$ cat config.mk
export PLATFORM = sky130hd
export DESIGN_NAME = gpio_bank
export DESIGN_NICKNAME = d
export VERILOG_FILES = /design/src/rtl/gpio_bank_pkg.sv /design/src/rtl/gpio_port_slice.sv /design/src/rtl/gpio_bank.sv
export SDC_FILE = /design/constraint.sdc
export NUM_CORES = 1
export LEC_CHECK = 0
export CORE_MARGIN = 1
export CORE_UTILIZATION = 45
export DETAILED_ROUTE_END_ITERATION = 10
export HOLD_SLACK_MARGIN = 0.08
export PLACE_DENSITY = 0.78
export SYNTH_ARGS = -nofsm -noshare
export SYNTH_HDL_FRONTEND = slang
export SYNTH_HIERARCHICAL = 1
export SYNTH_SLANG_ARGS = --single-unit
$ cat constraint.sdc
create_clock -name clk -period 1.4 [get_ports clk]
set_input_delay 0.28 -clock clk [delete_from_list [all_inputs] [get_ports clk]]
set_output_delay 0.28 -clock clk [all_outputs]
set_load 0.02 [all_outputs]
$ cat src/rtl/gpio_bank_pkg.sv
// Shared definitions for the GPIO bank: per-port register offsets and the
// addresses of the global pin-change registers.
package gpio_bank_pkg;

  localparam logic [1:0] OFF_DDR   = 2'd0;
  localparam logic [1:0] OFF_PORT  = 2'd1;
  localparam logic [1:0] OFF_PIN   = 2'd2;
  localparam logic [1:0] OFF_PCMSK = 2'd3;

  // The global registers sit directly after the last port's register block.
  function automatic int pcifr_addr(input int num_ports);
    return 4 * num_ports;
  endfunction

  function automatic int pcicr_addr(input int num_ports);
    return 4 * num_ports + 1;
  endfunction

endpackage

$ cat src/rtl/gpio_port_slice.sv
// One GPIO port: DDR/PORT/PCMSK registers, 2-flop pin synchroniser and the
// masked pin-change detector that feeds the bank's PCIFR bit for this port.
module gpio_port_slice
  import gpio_bank_pkg::*;
#(
  parameter int WIDTH = 8
) (
  input  logic             clk,
  input  logic             clr_n,
  input  logic [WIDTH-1:0] pin_in,
  input  logic             wr_en,
  input  logic [1:0]       offset,
  input  logic [WIDTH-1:0] wr_data,
  output logic [WIDTH-1:0] ddr,
  output logic [WIDTH-1:0] port,
  output logic [WIDTH-1:0] pcmsk,
  output logic [WIDTH-1:0] pin_sync,
  output logic             change
);

  logic [WIDTH-1:0] sync1;
  logic [WIDTH-1:0] sync2;
  logic [WIDTH-1:0] prev;

  // NOTE: non-blocking assignments keep the synchroniser chain a true
  // two-stage shift; blocking ones would collapse it into a single flop.
  always_ff @(posedge clk or negedge clr_n) begin
    if (!clr_n) begin
      sync1 <= '0;
      sync2 <= '0;
      prev  <= '0;
      ddr   <= '0;
      port  <= '0;
      pcmsk <= '0;
    end else begin
      sync1 <= pin_in;
      sync2 <= sync1;
      prev  <= sync2;
      if (wr_en) begin
        case (offset)
          OFF_DDR:   ddr   <= wr_data;
          OFF_PORT:  port  <= wr_data;
          OFF_PIN:   port  <= port ^ wr_data;
          OFF_PCMSK: pcmsk <= wr_data;
          default:   ;
        endcase
      end
    end
  end

  assign pin_sync = sync2;
  assign change   = |((sync2 ^ prev) & pcmsk);

endmodule

$ cat src/rtl/gpio_bank.sv
// NUM_PORTS AVR-style GPIO ports behind a small register bus, with
// pin-change interrupt flags (PCIFR), enables (PCICR) and a combined irq.
module gpio_bank
  import gpio_bank_pkg::*;
#(
  parameter int WIDTH     = 8,
  parameter int NUM_PORTS = 4,
  parameter int ADDR_W    = 5
) (
  input  logic                       clk,
  input  logic                       clr_n,
  input  logic [ADDR_W-1:0]          addr,
  input  logic                       wr_en,
  input  logic                       rd_en,
  input  logic [WIDTH-1:0]           wr_data,
  output logic [WIDTH-1:0]           rd_data,
  input  logic [NUM_PORTS*WIDTH-1:0] pin_in,
  output logic [NUM_PORTS*WIDTH-1:0] port_out,
  output logic [NUM_PORTS*WIDTH-1:0] ddr_out,
  output logic [NUM_PORTS*WIDTH-1:0] pullup_out,
  output logic                       irq
);

  localparam logic [ADDR_W-1:0] PCIFR_A = ADDR_W'(pcifr_addr(NUM_PORTS));
  localparam logic [ADDR_W-1:0] PCICR_A = ADDR_W'(pcicr_addr(NUM_PORTS));

  logic [NUM_PORTS-1:0]       port_hit;
  logic [NUM_PORTS-1:0]       change;
  logic [NUM_PORTS*WIDTH-1:0] pcmsk_all;
  logic [NUM_PORTS*WIDTH-1:0] pin_sync_all;
  logic [NUM_PORTS-1:0]       pcifr;
  logic [NUM_PORTS-1:0]       pcicr;
  logic [NUM_PORTS-1:0]       pcifr_clr;
  logic [WIDTH-1:0]           rd_next;

  for (genvar p = 0; p < NUM_PORTS; p++) begin : g_port
    // Upper address bits select the port block; p < NUM_PORTS keeps the
    // global registers out of every port's decode.
    assign port_hit[p] = (addr[ADDR_W-1:2] == (ADDR_W-2)'(p));

    gpio_port_slice #(
      .WIDTH (WIDTH)
    ) u_slice (
      .clk      (clk),
      .clr_n    (clr_n),
      .pin_in   (pin_in[p*WIDTH +: WIDTH]),
      .wr_en    (wr_en & port_hit[p]),
      .offset   (addr[1:0]),
      .wr_data  (wr_data),
      .ddr      (ddr_out[p*WIDTH +: WIDTH]),
      .port     (port_out[p*WIDTH +: WIDTH]),
      .pcmsk    (pcmsk_all[p*WIDTH +: WIDTH]),
      .pin_sync (pin_sync_all[p*WIDTH +: WIDTH]),
      .change   (change[p])
    );
  end

  assign pullup_out = ~ddr_out & port_out;
  assign pcifr_clr  = (wr_en && addr == PCIFR_A) ? wr_data[NUM_PORTS-1:0] : '0;

  // A change arriving in the same cycle as its write-1-to-clear keeps the flag set.
  always_ff @(posedge clk or negedge clr_n) begin
    if (!clr_n) begin
      pcifr <= '0;
      pcicr <= '0;
    end else begin
      pcifr <= (pcifr & ~pcifr_clr) | change;
      if (wr_en && addr == PCICR_A) pcicr <= wr_data[NUM_PORTS-1:0];
    end
  end

  assign irq = |(pcifr & pcicr);

  // NOTE: rd_next gets a default before any branch so the mux cannot infer a latch.
  always_comb begin
    rd_next = '0;
    for (int p = 0; p < NUM_PORTS; p++) begin
      if (port_hit[p]) begin
        case (addr[1:0])
          OFF_DDR:   rd_next = ddr_out[p*WIDTH +: WIDTH];
          OFF_PORT:  rd_next = port_out[p*WIDTH +: WIDTH];
          OFF_PIN:   rd_next = pin_sync_all[p*WIDTH +: WIDTH];
          OFF_PCMSK: rd_next = pcmsk_all[p*WIDTH +: WIDTH];
          default:   rd_next = '0;
        endcase
      end
    end
    if (addr == PCIFR_A) rd_next = WIDTH'(pcifr);
    if (addr == PCICR_A) rd_next = WIDTH'(pcicr);
  end

  // Sampling before any same-cycle write lands gives read-before-write order.
  always_ff @(posedge clk or negedge clr_n) begin
    if (!clr_n) rd_data <= '0;
    else if (rd_en) rd_data <= rd_next;
  end

endmodule

==> results.cfg <==
[synthesis]
async_reset_ff_share_pct = 100
synthTopCellsByCount = dfrtp_1 (208), mux2_2 (75), nand3_1 (44)
ys_types = 46
ys_seq_area_share_pct = 56.3
synthesis.nets = 761
synth_area_um2 = 9240
synth_top_area_cell = dfrtp_1
synth-main-ff-cell = dfrtp_1
synth_edf_count = 0
ys_ff_latch = 208
avgSynthCellArea_um2 = 13.2
synthCells = 700
netlist.area_leader.share_pct = 56.3
yosysMostFrequentCell = dfrtp_1
yosys-top-cells-area = dfrtp_1 (56%), mux2_2 (9.1%), mux4_2 (3.2%), xor2_1 (3.0%), nand3_1 (2.4%)
yosysWarnings = 6

[final_layout]
fillers = 1312
diodes = 0
syn_to_final_growth_pct = 55.1
drive_above_1_share_pct = 55.0
fin_area_um2 = 14300
nNetsFinal = 1155
final_core_util_pct = 71.1

[global_routing]
overflow = 0
grt_pass1_wl_um = 44300
antenna_found_initial = 0
grt_usage_pct = 27.3
grt_max_degree = 51
grt_pass1_vias = 7898

[setup_path]
crit_arrival_ps = 1400
endpoint_kind = primary output
cp_cell_sequence = buf_4, nor2b_1, buf_2
cp_max_fo = 2
slowest_delay_ps = 380
path_class = register to primary output
slowest_stage = dfrtp_1
cp.required_ps = 1120
startpoint_type = register

[routing]
drt-wirelength-per-cell_um = 21.6
drt_iter0_markers = 584
firstDrtPassIters = 5
vias = 7726
wl_um = 29800
drc = 0
antenna_left = 0
routed_via_density = 5.60

[floorplanning]
start_util_pct = 45.8
dieHeight_um = 145
rows = 52
die_area_um2 = 21100
die_w_um = 145
coreArea_um2 = 20200
ios = 154

[power]
switchingPower_uw = 6500
pwr-share-clk_pct = 28.6
ir_drop_mv = 1.13
p_seq_share_pct = 36.4
pwr_density_cell_nw_per_um2 = 1460
swShare_pct = 31.0
p_int_uw = 14500
cellLeakagePower_uw = 0.00659
combPwrFrac_pct = 35.0

[sta]
finalHoldViolations = 0
worstMarginPinSlew_ps = 439
setup_viol = 91
fin_crit_sh_pct = 120
slew_viol_final = 0
fin_ws_ps = -279
period_minus_slack_ps = 1680
timing.hold.ws_ps = 212
fin_skew_ps = 13.4
max_freq_ghz = 0.596
grt_setup_unrepaired = true
slew_headroom_pct = 70.7

[placement]
hpwl_um = 19100
placed_cell_area_um2 = 12500
port_buffers = 153
gp_congestion = 0.887

[flow_run]
cap_violations = 0

[cts]
clock_path_buffers = 3
htreeDepth = 1
clock_sinks = 208
cts_root_buf = clkbuf_16
clk_pin_slew_worst_paths_ps = 60
cts_tree = yes
clk_latency_ps = 510
cts_buffers = 22

[min_path]
hold_class = input pin to register

[run_status]
violations = setup timing
status = finished, violations left
==> power groups by stage <==
stage	Sequential, uW	Combinational, uW	Clock [uW]
after floorplan	8020	1960	0
after global placement	7590	5780	0
after detailed placement	7610	5910	0
after CTS	7520	6670	6020
after global routing	7690	7680	6340
final	7620	7340	6000
==> cell usage in the layout, fill, tap and decap left out, types with 29 or more instances in the layout <==
| cell | synthesis | routed |
|---|---|---|
| xor2_1 | 32 | 29 |
| clkdlybuf4s50_1 | 0 | 41 |
| buf_6 | 2 | 148 |
| o21ai_0 | 34 | 29 |
| a21oi_1 | 40 | 30 |
| nand3_1 | 44 | 40 |
| buf_4 | 2 | 164 |
| dfrtp_1 | 208 | 191 |
| a21oi_2 | 24 | 34 |
| mux2_2 | 75 | 72 |
==> cells by family after synthesis <==
| group | share of synthesized area [%] |
|---|---|
| XOR/XNOR | 3.03 |
| adder cells (fa/ha/maj) | 1.63 |
| AO/OA/AOI/OAI | 11.7 |
| AND/OR/NAND/NOR | 8.33 |
| multiplexers | 15.6 |
| flip-flops | 56.3 |
| buffers and inverters | 3.44 |
==> flip-flops by register name, summed over array words and instances, names as in the netlist <==
register                 cells
pcicr                        4
g_port.u_slice/port         32
g_port.u_slice/pcmsk        32
g_port.u_slice/sync1        32
g_port.u_slice/pin_sync     32
rd_data                      8
g_port.u_slice/prev         32
pcifr                        4
g_port.u_slice/ddr          32
==> per-stage QoR <==
| step | instances | power (uW) | worst slack, ps | TNS, ps |
|---|---|---|---|---|
| detailed placement | 1274 | 13500 | -675 | -67990 |
| floorplan | 700 | 9970 | -160 | -4160 |
| global route | 1379 | 21700 | -311 | -11550 |
| global placement | 1274 | 13400 | -623 | -63460 |
| finish | 1379 | 21000 | -279 | -8930 |
| CTS | 1364 | 20200 | -226 | -8500 |
==> critical path: cells and delay by family, from the launching register on <==
| family | cells | cell delay (ps) |
|---|---|---|
| buffers and inverters | 2 | 340 |
| DFF | 1 | 380 |
| and+or+nand+nor | 1 | 170 |
==> path summary, 6_finish.rpt <==
kind / to / startpoint / slack (ps) / depth (start not counted)
min in group asynchronous: g_port[1].u_slice/prev[3]$_DFF_PN0_ / clr_n / 270 / 2
hold reg to reg: g_port[2].u_slice/pin_sync[1]$_DFF_PN0_ / g_port[2].u_slice/sync1[1]$_DFF_PN0_ / 340 / 0
max in group asynchronous: g_port[2].u_slice/sync1[1]$_DFF_PN0_ / clr_n / 520 / 3
hold / removal: g_port[3].u_slice/sync1[6]$_DFF_PN0_ / pin_in[30] / 210 / 1
setup / recovery: pullup_out[1] / g_port[0].u_slice/port[1]$_DFFE_PN0P_ / -280 / 3
setup reg to reg: rd_data[3]$_DFFE_PN0P_ / g_port[0].u_slice/port[3]$_DFFE_PN0P_ / -230 / 6
==> cell type report <==
type | instances | area, um^2 | area share [%]
Inverter | 15 | 63.8 | 0.445
Tap cell | 270 | 338 | 2.36
Timing Repair Buffer | 398 | 3830 | 26.7
Clock buffer | 29 | 638 | 4.45
Sequential cell | 208 | 5230 | 36.5
Clock inverter | 10 | 108 | 0.751
Multi-Input combinational cell | 449 | 4130 | 28.8
==> routing by layer <==
layer	share of wire, %	vias to the layer above	global-route usage [%]
met5	0	-	0
met4	3.3	0	10.6
met3	5.9	78	4.65
met2	50	333	46.0
met1	40	3957	35.2
li1	-	3358	-
==> what timing repair did <==
action / 4_1_cts / 5_1_grt
endpoints found under the hold margin: 208 / 0
gates cloned: 1 / 1
setup buffers: 51 / 15
pin swaps: 21 / 12
endpoints found under the setup margin: 213 / 119
hold buffers: 1 / 0
resized for setup: 648 / 104
Note: power is estimated with default switching activity, not from simulation.
